## src/rtl/counter_seq_ctrl.sv

```systemverilog
// ============================================================================
// Module   : counter_seq_ctrl
// Brief    : Load/run/pause/resume sequencer around a WIDTH-bit up/down counter
//            with terminal-count detection, one-shot or auto-reload.
//            Optional prescaler enabled by defining CNT_CTRL_PRESCALE_EN.
// Revision : 1.0 - initial release
// ============================================================================
`default_nettype none

module counter_seq_ctrl #(
    parameter int WIDTH      = 4,
    parameter int PRESCALE_W = 4
) (
    input  logic                  clk,
    input  logic                  rst,
    input  logic                  start,
    input  logic                  pause,
    input  logic                  clear,
    input  logic                  reload_md,
    input  logic                  up_dn,
    input  logic [WIDTH-1:0]      load_val,
`ifdef CNT_CTRL_PRESCALE_EN
    input  logic [PRESCALE_W-1:0] presc,
`endif
    output logic [WIDTH-1:0]      count,
    output logic                  busy,
    output logic                  tc,
    output logic                  done,
    output logic [2:0]            state
);

    localparam logic [2:0] c_ST_IDLE = 3'd0;
    localparam logic [2:0] c_ST_LOAD = 3'd1;
    localparam logic [2:0] c_ST_RUN  = 3'd2;
    localparam logic [2:0] c_ST_HOLD = 3'd3;
    localparam logic [2:0] c_ST_DONE = 3'd4;

    localparam logic [WIDTH-1:0] c_ONE = {{(WIDTH-1){1'b0}}, 1'b1};

    logic [2:0]       state_q,    state_d;
    logic [WIDTH-1:0] count_q,    count_d;
    logic             done_q,     done_d;
    logic             reload_q,   reload_d;
    logic             up_q,       up_d;
    logic [WIDTH-1:0] load_val_q, load_val_d;

    logic             w_step;
    logic [WIDTH-1:0] w_terminal;

`ifdef CNT_CTRL_PRESCALE_EN
    localparam logic [PRESCALE_W-1:0] c_PONE = {{(PRESCALE_W-1){1'b0}}, 1'b1};
    logic [PRESCALE_W-1:0] presc_cnt_q, presc_cnt_d;
    assign w_step = (presc_cnt_q == presc);
`else
    assign w_step = 1'b1;
`endif

    assign w_terminal = up_q ? {WIDTH{1'b1}} : {WIDTH{1'b0}};

    always_comb begin
        state_d    = state_q;
        count_d    = count_q;
        done_d     = 1'b0;
        reload_d   = reload_q;
        up_d       = up_q;
        load_val_d = load_val_q;
`ifdef CNT_CTRL_PRESCALE_EN
        presc_cnt_d = presc_cnt_q;
`endif
        if (clear) begin
            // Abort also drops the latched configuration.
            state_d    = c_ST_IDLE;
            count_d    = '0;
            reload_d   = 1'b0;
            up_d       = 1'b0;
            load_val_d = '0;
`ifdef CNT_CTRL_PRESCALE_EN
            presc_cnt_d = '0;
`endif
        end else begin
            case (state_q)
                c_ST_IDLE: begin
                    if (start) state_d = c_ST_LOAD;
                end
                c_ST_LOAD: begin
                    count_d    = load_val;
                    reload_d   = reload_md;
                    up_d       = up_dn;
                    load_val_d = load_val;
                    state_d    = c_ST_RUN;
`ifdef CNT_CTRL_PRESCALE_EN
                    presc_cnt_d = '0;
`endif
                end
                c_ST_RUN: begin
                    if (pause) begin
                        state_d = c_ST_HOLD;
                    end else begin
`ifdef CNT_CTRL_PRESCALE_EN
                        presc_cnt_d = w_step ? '0 : presc_cnt_q + c_PONE;
`endif
                        if (w_step) begin
                            if (count_q == w_terminal) begin
                                done_d = 1'b1;
                                if (reload_q) count_d = load_val_q;
                                else          state_d = c_ST_DONE;
                            end else if (up_q) begin
                                count_d = count_q + c_ONE;
                            end else begin
                                count_d = count_q - c_ONE;
                            end
                        end
                    end
                end
                c_ST_HOLD: begin
                    if (!pause) state_d = c_ST_RUN;
                end
                c_ST_DONE: begin
                    if (start) state_d = c_ST_LOAD;
                end
                default: begin
                    state_d = c_ST_IDLE;
                    count_d = '0;
                end
            endcase
        end
    end

    always_ff @(posedge clk) begin
        if (rst) begin
            state_q    <= c_ST_IDLE;
            count_q    <= '0;
            done_q     <= 1'b0;
            reload_q   <= 1'b0;
            up_q       <= 1'b0;
            load_val_q <= '0;
`ifdef CNT_CTRL_PRESCALE_EN
            presc_cnt_q <= '0;
`endif
        end else begin
            state_q    <= state_d;
            count_q    <= count_d;
            done_q     <= done_d;
            reload_q   <= reload_d;
            up_q       <= up_d;
            load_val_q <= load_val_d;
`ifdef CNT_CTRL_PRESCALE_EN
            presc_cnt_q <= presc_cnt_d;
`endif
        end
    end

    assign count = count_q;
    assign done  = done_q;
    assign state = state_q;
    assign busy  = (state_q == c_ST_LOAD) || (state_q == c_ST_RUN) || (state_q == c_ST_HOLD);
    assign tc    = (state_q == c_ST_RUN) && (count_q == w_terminal);

endmodule

`default_nettype wire
```

## config.mk

```make
export PLATFORM = sky130hd
export DESIGN_NAME = counter_seq_ctrl
export DESIGN_NICKNAME = d
export VERILOG_FILES = /design/src/rtl/counter_seq_ctrl.sv
export SDC_FILE = /design/constraint.sdc
export NUM_CORES = 1
export LEC_CHECK = 0
export ABC_AREA = 1
export BUFFER_PORTS_ARGS = -buffer_cell sky130_fd_sc_hd__buf_2
export CORE_MARGIN = 2
export CORE_UTILIZATION = 54
export CTS_BUF_LIST = sky130_fd_sc_hd__clkbuf_2 sky130_fd_sc_hd__clkbuf_4 sky130_fd_sc_hd__clkbuf_8
export DETAILED_ROUTE_END_ITERATION = 16
export MAX_ROUTING_LAYER = met4
export PLACE_DENSITY = 0.8
export SLEW_MARGIN = 20
export SYNTH_ARGS = -nofsm -noshare
export SYNTH_HDL_FRONTEND = slang
export SYNTH_SLANG_ARGS = --single-unit
export TNS_END_PERCENT = 1
```

## constraint.sdc

```tcl
create_clock -name clk -period 2 [get_ports clk]
set_clock_uncertainty 0.05 [all_clocks]
set_input_delay 0.1 -clock clk [delete_from_list [all_inputs] [get_ports clk]]
set_output_delay 0.1 -clock clk [all_outputs]
set_load 0.01 [all_outputs]
```

-- Word level (Yosys, flattened, before mapping)
Index checks and enable logic that the tools add are counted.
- add/subtract/negate cells: 2
- equal/unequal tests: 11
- multiplexer cells: 13
- bitwise operators: 2
- reductions and logical operators: 10
- operators by type and width (kind ; count):
    $mux 4 ; 5
    $mux 3 ; 5
    $pmux 3 s4 ; 1
    $pmux 4 s3 ; 1
    $ne 3x3->1 const B ; 3
    $eq 3x2->1 const B ; 2
    $add 4x1->4 const B ; 1
    $eq 4x4->1 ; 1
    $ne 2x2->1 const B ; 2
    $reduce_and 4->1 ; 1
    $reduce_or 2->1 ; 2
    $reduce_or 4->1 ; 1
    $sub 4x1->4 const B ; 1
    $eq 3x1->1 const B ; 1
    $eq 3x3->1 const B ; 1
    $logic_not 3->1 ; 1
    $reduce_and 3->1 ; 1
    $reduce_or 3->1 ; 1
    $logic_or 1x1->1 ; 2
    $ne 2x1->1 const B ; 1
    $not 1->1 ; 2
    $logic_and 1x1->1 ; 1
    $mux 1 ; 1
- bits in registers: 14
- bits of input ports: 11
- output and inout port bits: 10
- word-level logic and storage cells: 44

-- Depth between registers and ports, before layout
- depth after elaboration: 5
- depth in mapped cells: 11
- depth with buffers taken out: 11

-- Worst setup path after synthesis
OpenSTA, ideal clock, no wires.
- path kind: register to register
- from: register up_q
- to: register count_q[0] (netlist: count[0])
- setup time: 0.111 ns
- data arrival time: 1.397 ns
- required time: 1.839 ns
- slack: 0.442 ns
- cell stages (with the launch flop): 12
- path buffers: 0
- clock period less this slack: 1.558 ns
- cell sequence: dfxtp_1 -> inv_1 -> ha_1 -> nand2_1 -> inv_2 -> nand2_2 -> nor2_8 -> nand3_4 -> nand2_4 -> nand2_1 -> nand2_1 -> nor2_1
- longest elaborated chain between the ends: 5
- elaborated cells between the ends (all ways): 8
- classes of those cells: 2 x eq/ne; 5 x mux; 1 x reduce/logical
- ends and longest elaborated chain (what ; RTL line ; RTL):
    start: declaration ; 44 ; logic up_q, up_d;
    start signal: assignment ; 145 ; up_q <= up_d;
    $mux 4 ; 58 ; assign w_terminal = up_q ? {WIDTH{1'b1}} : {WIDTH{1'b0}};
    $eq 4x4->1 ; 103 ; if (count_q == w_terminal) begin
    $mux 4 ; 103 ;
    $mux 4 ; 96 ; if (pause) begin
    $pmux 4 s3 ; 81 ; case (state_q)
    end signal: assignment ; 142 ; count_q <= count_d;
    end: declaration ; 41 ; logic [WIDTH-1:0] count_q, count_d;
Parallel ways exist; a longest one is shown, timed or not. The select of a mux whose other input is x is not followed.
A chain may end at the register's enable or synchronous reset.

-- Worst setup path after layout
- from: register up_q
- to: output port tc
- longest elaborated chain between the ends: 3
- ends and longest elaborated chain (what ; RTL line ; RTL):
    $mux 4 ; 58 ;
    $eq 4x4->1 ; 157 ; assign tc = (state_q == c_ST_RUN) && (count_q == w_terminal);
    $logic_and 1x1->1 ; 157 ;
    end: declaration ; 27 ; output logic tc,
Every way passes these cells.

==> summary by stage <==
Layout
The total non-filler cell area in the finished layout is 1040 um2. The library cell used most frequently in the layout, excluding fill and tap cells, is sky130_fd_sc_hd__nand2_1. Compared with the post-synthesis result, the final layout area differs by 16.5%. The repair_antennas step left the layout with diodes totalling 0. Leaving out filler cells and counting taps, the final layout contains 173. The filler cell count in the final layout is 153. Summing all flip-flop and latch instances after layout gives 280 um2. In the layout the commonest cells are sky130_fd_sc_hd__nand2_1 (36), sky130_fd_sc_hd__nor2_1 (25), sky130_fd_sc_hd__buf_2 (20). The post-layout net count is 173.

Cells with a size suffix above 1 make up 26.8% of the layout. At the end of the flow the core is filled with cells to 68.4%. The multi-input combinational cells in the finished layout cover a total of 544 um2.

Logic synthesis
Summing the areas of all fa, ha and maj instances in the mapped netlist gives 5.03% of the synthesized area. The count of state elements after synthesis is 14. The synthesized area per cell is 6.68 um2.

By area, the combinational part of the netlist is dominated by simple AND/OR/NAND/NOR gates. The multiplexer share of the synthesized area is 0%. The synthesized netlist devotes 46.6% of its cell area to simple gates. The share of the synthesized area in compound gates (AO/OA/AOI/OAI) is 7.69%. The synthesized cell area is 895 um2. The Yosys step of the flow raised 0 warnings. Synthesis produced a netlist with a net count of 148. The synthesized netlist devotes 0.979% of its cell area to XOR and XNOR gates. The post-synthesis sequential area ratio is 31.3%.

The post-synthesis cell type count is 23. The synthesized instance count is 134.

Setup path
The sort of element at the end of the critical path is a primary output. At the worst endpoint, the arrival time is 1.66 ns. On the worst path, the slowest cell contributes a delay of 0.38 ns. STA classifies the critical path startpoint as a flop. The setup slack on the worst flop-to-flop path is 0.25 ns. The critical path's slowest cell is sky130_fd_sc_hd__dfxtp_1. The data required time of the worst path is 1.85 ns. The maximum fanout count along the critical path is 5. The signal on the critical path passes through inv_1, ha_1, nand2_1, inv_2, nand3_2, nor2_1, buf_2. By startpoint and endpoint, the worst setup path is classified as reg2out.

Pwr
The analysis attributes to cell leakage a power of 0.531 nW. Across the VDD grid, the largest voltage drop is 0.000377 V. The total power is 719 uW.

The ratio of total power to cell area is 690 nW/um2.

Global route
The first-pass GRT wire length is 3390 um. The global router's overall resource usage is 23.5%. The number of antenna violations at the first check in global routing is 0. The via count of the first global-routing pass is 830. After global routing the overflow that remains totals 0. The largest net degree at the start of global routing is 10.

Die
The count of boundary I/O pins is 21. The floorplan step defined a die boundary enclosing 2000 um2. The die outline width is 44.7 um. For this configuration, the core starts out at a cell density of 58.7%. The total area inside the core boundary comes to 1520 um2. The y dimension of the die is 44.7 um.

The number of standard-cell rows in the floorplan is 14.

Timing
Headroom to the max-slew limit came out at 77.5%. The total count of max-transition violations in the final report is 0. The shortest period the worst path allows is 1.81 ns.

The worst path meets setup with 0.185 ns of slack. The pin slew with the least headroom to its limit is 0.336 ns. Setup repair after global routing left no endpoint under its margin.

Summed over all failing endpoints, the final setup total negative slack is 0 ns. The count of final hold-check violations is 0. Setup violations remaining at the end of the flow were counted as 0.

The final critical-path share of the clock period is 90.7%. The final hold slack is 0.0405 ns. The maximum clock frequency is 551 MHz.

Clock tree
After clock tree synthesis, the clock-pin slew on the worst setup and hold paths is 0.08 ns. The clock tree from TritonCTS is yes. The number of setup buffers added after CTS is 0. The clock net in this run drives a total of 14 sinks. The library cell used as clock root buffer is sky130_fd_sc_hd__clkbuf_4. The clock buffer count from CTS is 3. After clock tree synthesis, the flow added hold-fix buffers numbering 0.

Counting along the longest clock path gives a buffer depth of 2. The clock latency at the later pin of the worst-skew pair is 0.28 ns. CTS built an H-tree with a depth of 1.

Detailed routing
The number of vias per cell is 5.28. The number of antenna-violating nets in the routed design is 0. The detailed router's first-iteration violation count is 30. The number of remaining DRC errors is 0. Dividing the detail-routed wire length by the instance count gives 11.7 um. The total iterations of the first detailed-routing run is 4. Across all layers, the routed design uses 913 vias. Summed over all layers, the routed wires come to 2030 um.

Placement
The total cell area at the placement stage is 1010 um2. Timing analysis after detailed placement gives a worst setup slack of 0.284 ns. Once placement completed, the tool counted placed cells totaling 170. The estimated wirelength of the detail-placed design is 1580 um. The count of port buffers added during placement is 20. The congestion estimate from routability-driven global placement came to 0.863.

Flow run
Max-cap violations in this run came to 0.

Run status
The flow ran to the end, and the final reports show no timing, DRC or antenna violations.

Min path
The type of the most critical hold path is in2reg.
## worst max-delay path, delay by kind of cell (launching register included)
family / cells / cell delay, ns
simple gates: 3 / 0.32
fa+ha+maj: 1 / 0.36
buf+inv: 3 / 0.31
flops: 1 / 0.38
## cell families (layout without fill, tap and decap cells)
kind of cell,after synthesis,count (layout)
compound gates,13,13
buf+inv,20,43
fa+ha+maj,3,3
xor+xnor,1,1
flops,14,14
simple gates,83,83
## worst paths after layout
check	cells after the start	end	from
setup / recovery	7	tc	up_q
hold / removal	2	done	pause
setup reg to reg	11	count[3]	up_q
hold reg to reg	2	load_val_q[0]	load_val_q[0]
## power by group
group	leakage [nW]	switching (mW)	internal (mW)	total (mW)
clock	0.0138	0.0917	0.0699	0.162
combinational	0.404	0.159	0.0896	0.249
sequential	0.114	0.0169	0.292	0.309
total	0.531	0.268	0.451	0.719
## sequential cells by signal, indices dropped and copies added, names as in the netlist
signal,count
count,4
done,1
load_val_q,4
reload_q,1
state,3
up_q,1
## final cells by class
class	count	area share (%)
repair buffers	20	9.60
flip-flops and latches	14	26.9
inverters	20	7.20
multi-input cells	100	52.2
well taps	16	1.92
clock buffers	3	2.16
## synthesized netlist by cell type, drive strengths merged
cell type  count  area [um2]
a21oi          7        35.0
dfxtp         14         280
fa             1        20.0
ha             2        25.0
inv           20        75.1
nand2         39         159
nand3         11        77.6
nand4          2        12.5
nor2          29         151
nor3           1        10.0
nor4           1        6.26
o21ai          6        33.8
xnor2          1        8.76
## per-layer routing
layer,up-vias,global-route usage [%],share of wire [%]
met5,-,-,0
met4,0,10.9,1.9
met3,6,2.80,5.6
met2,36,37.4,49
met1,401,29.6,43
li1,470,-,-
## what timing repair did
action	4_1_cts	5_1_grt
endpoints found under the setup margin	0	1
resized for setup	0	1
hold endpoints to repair	0	0
Note: power is estimated with default switching activity, not from simulation.
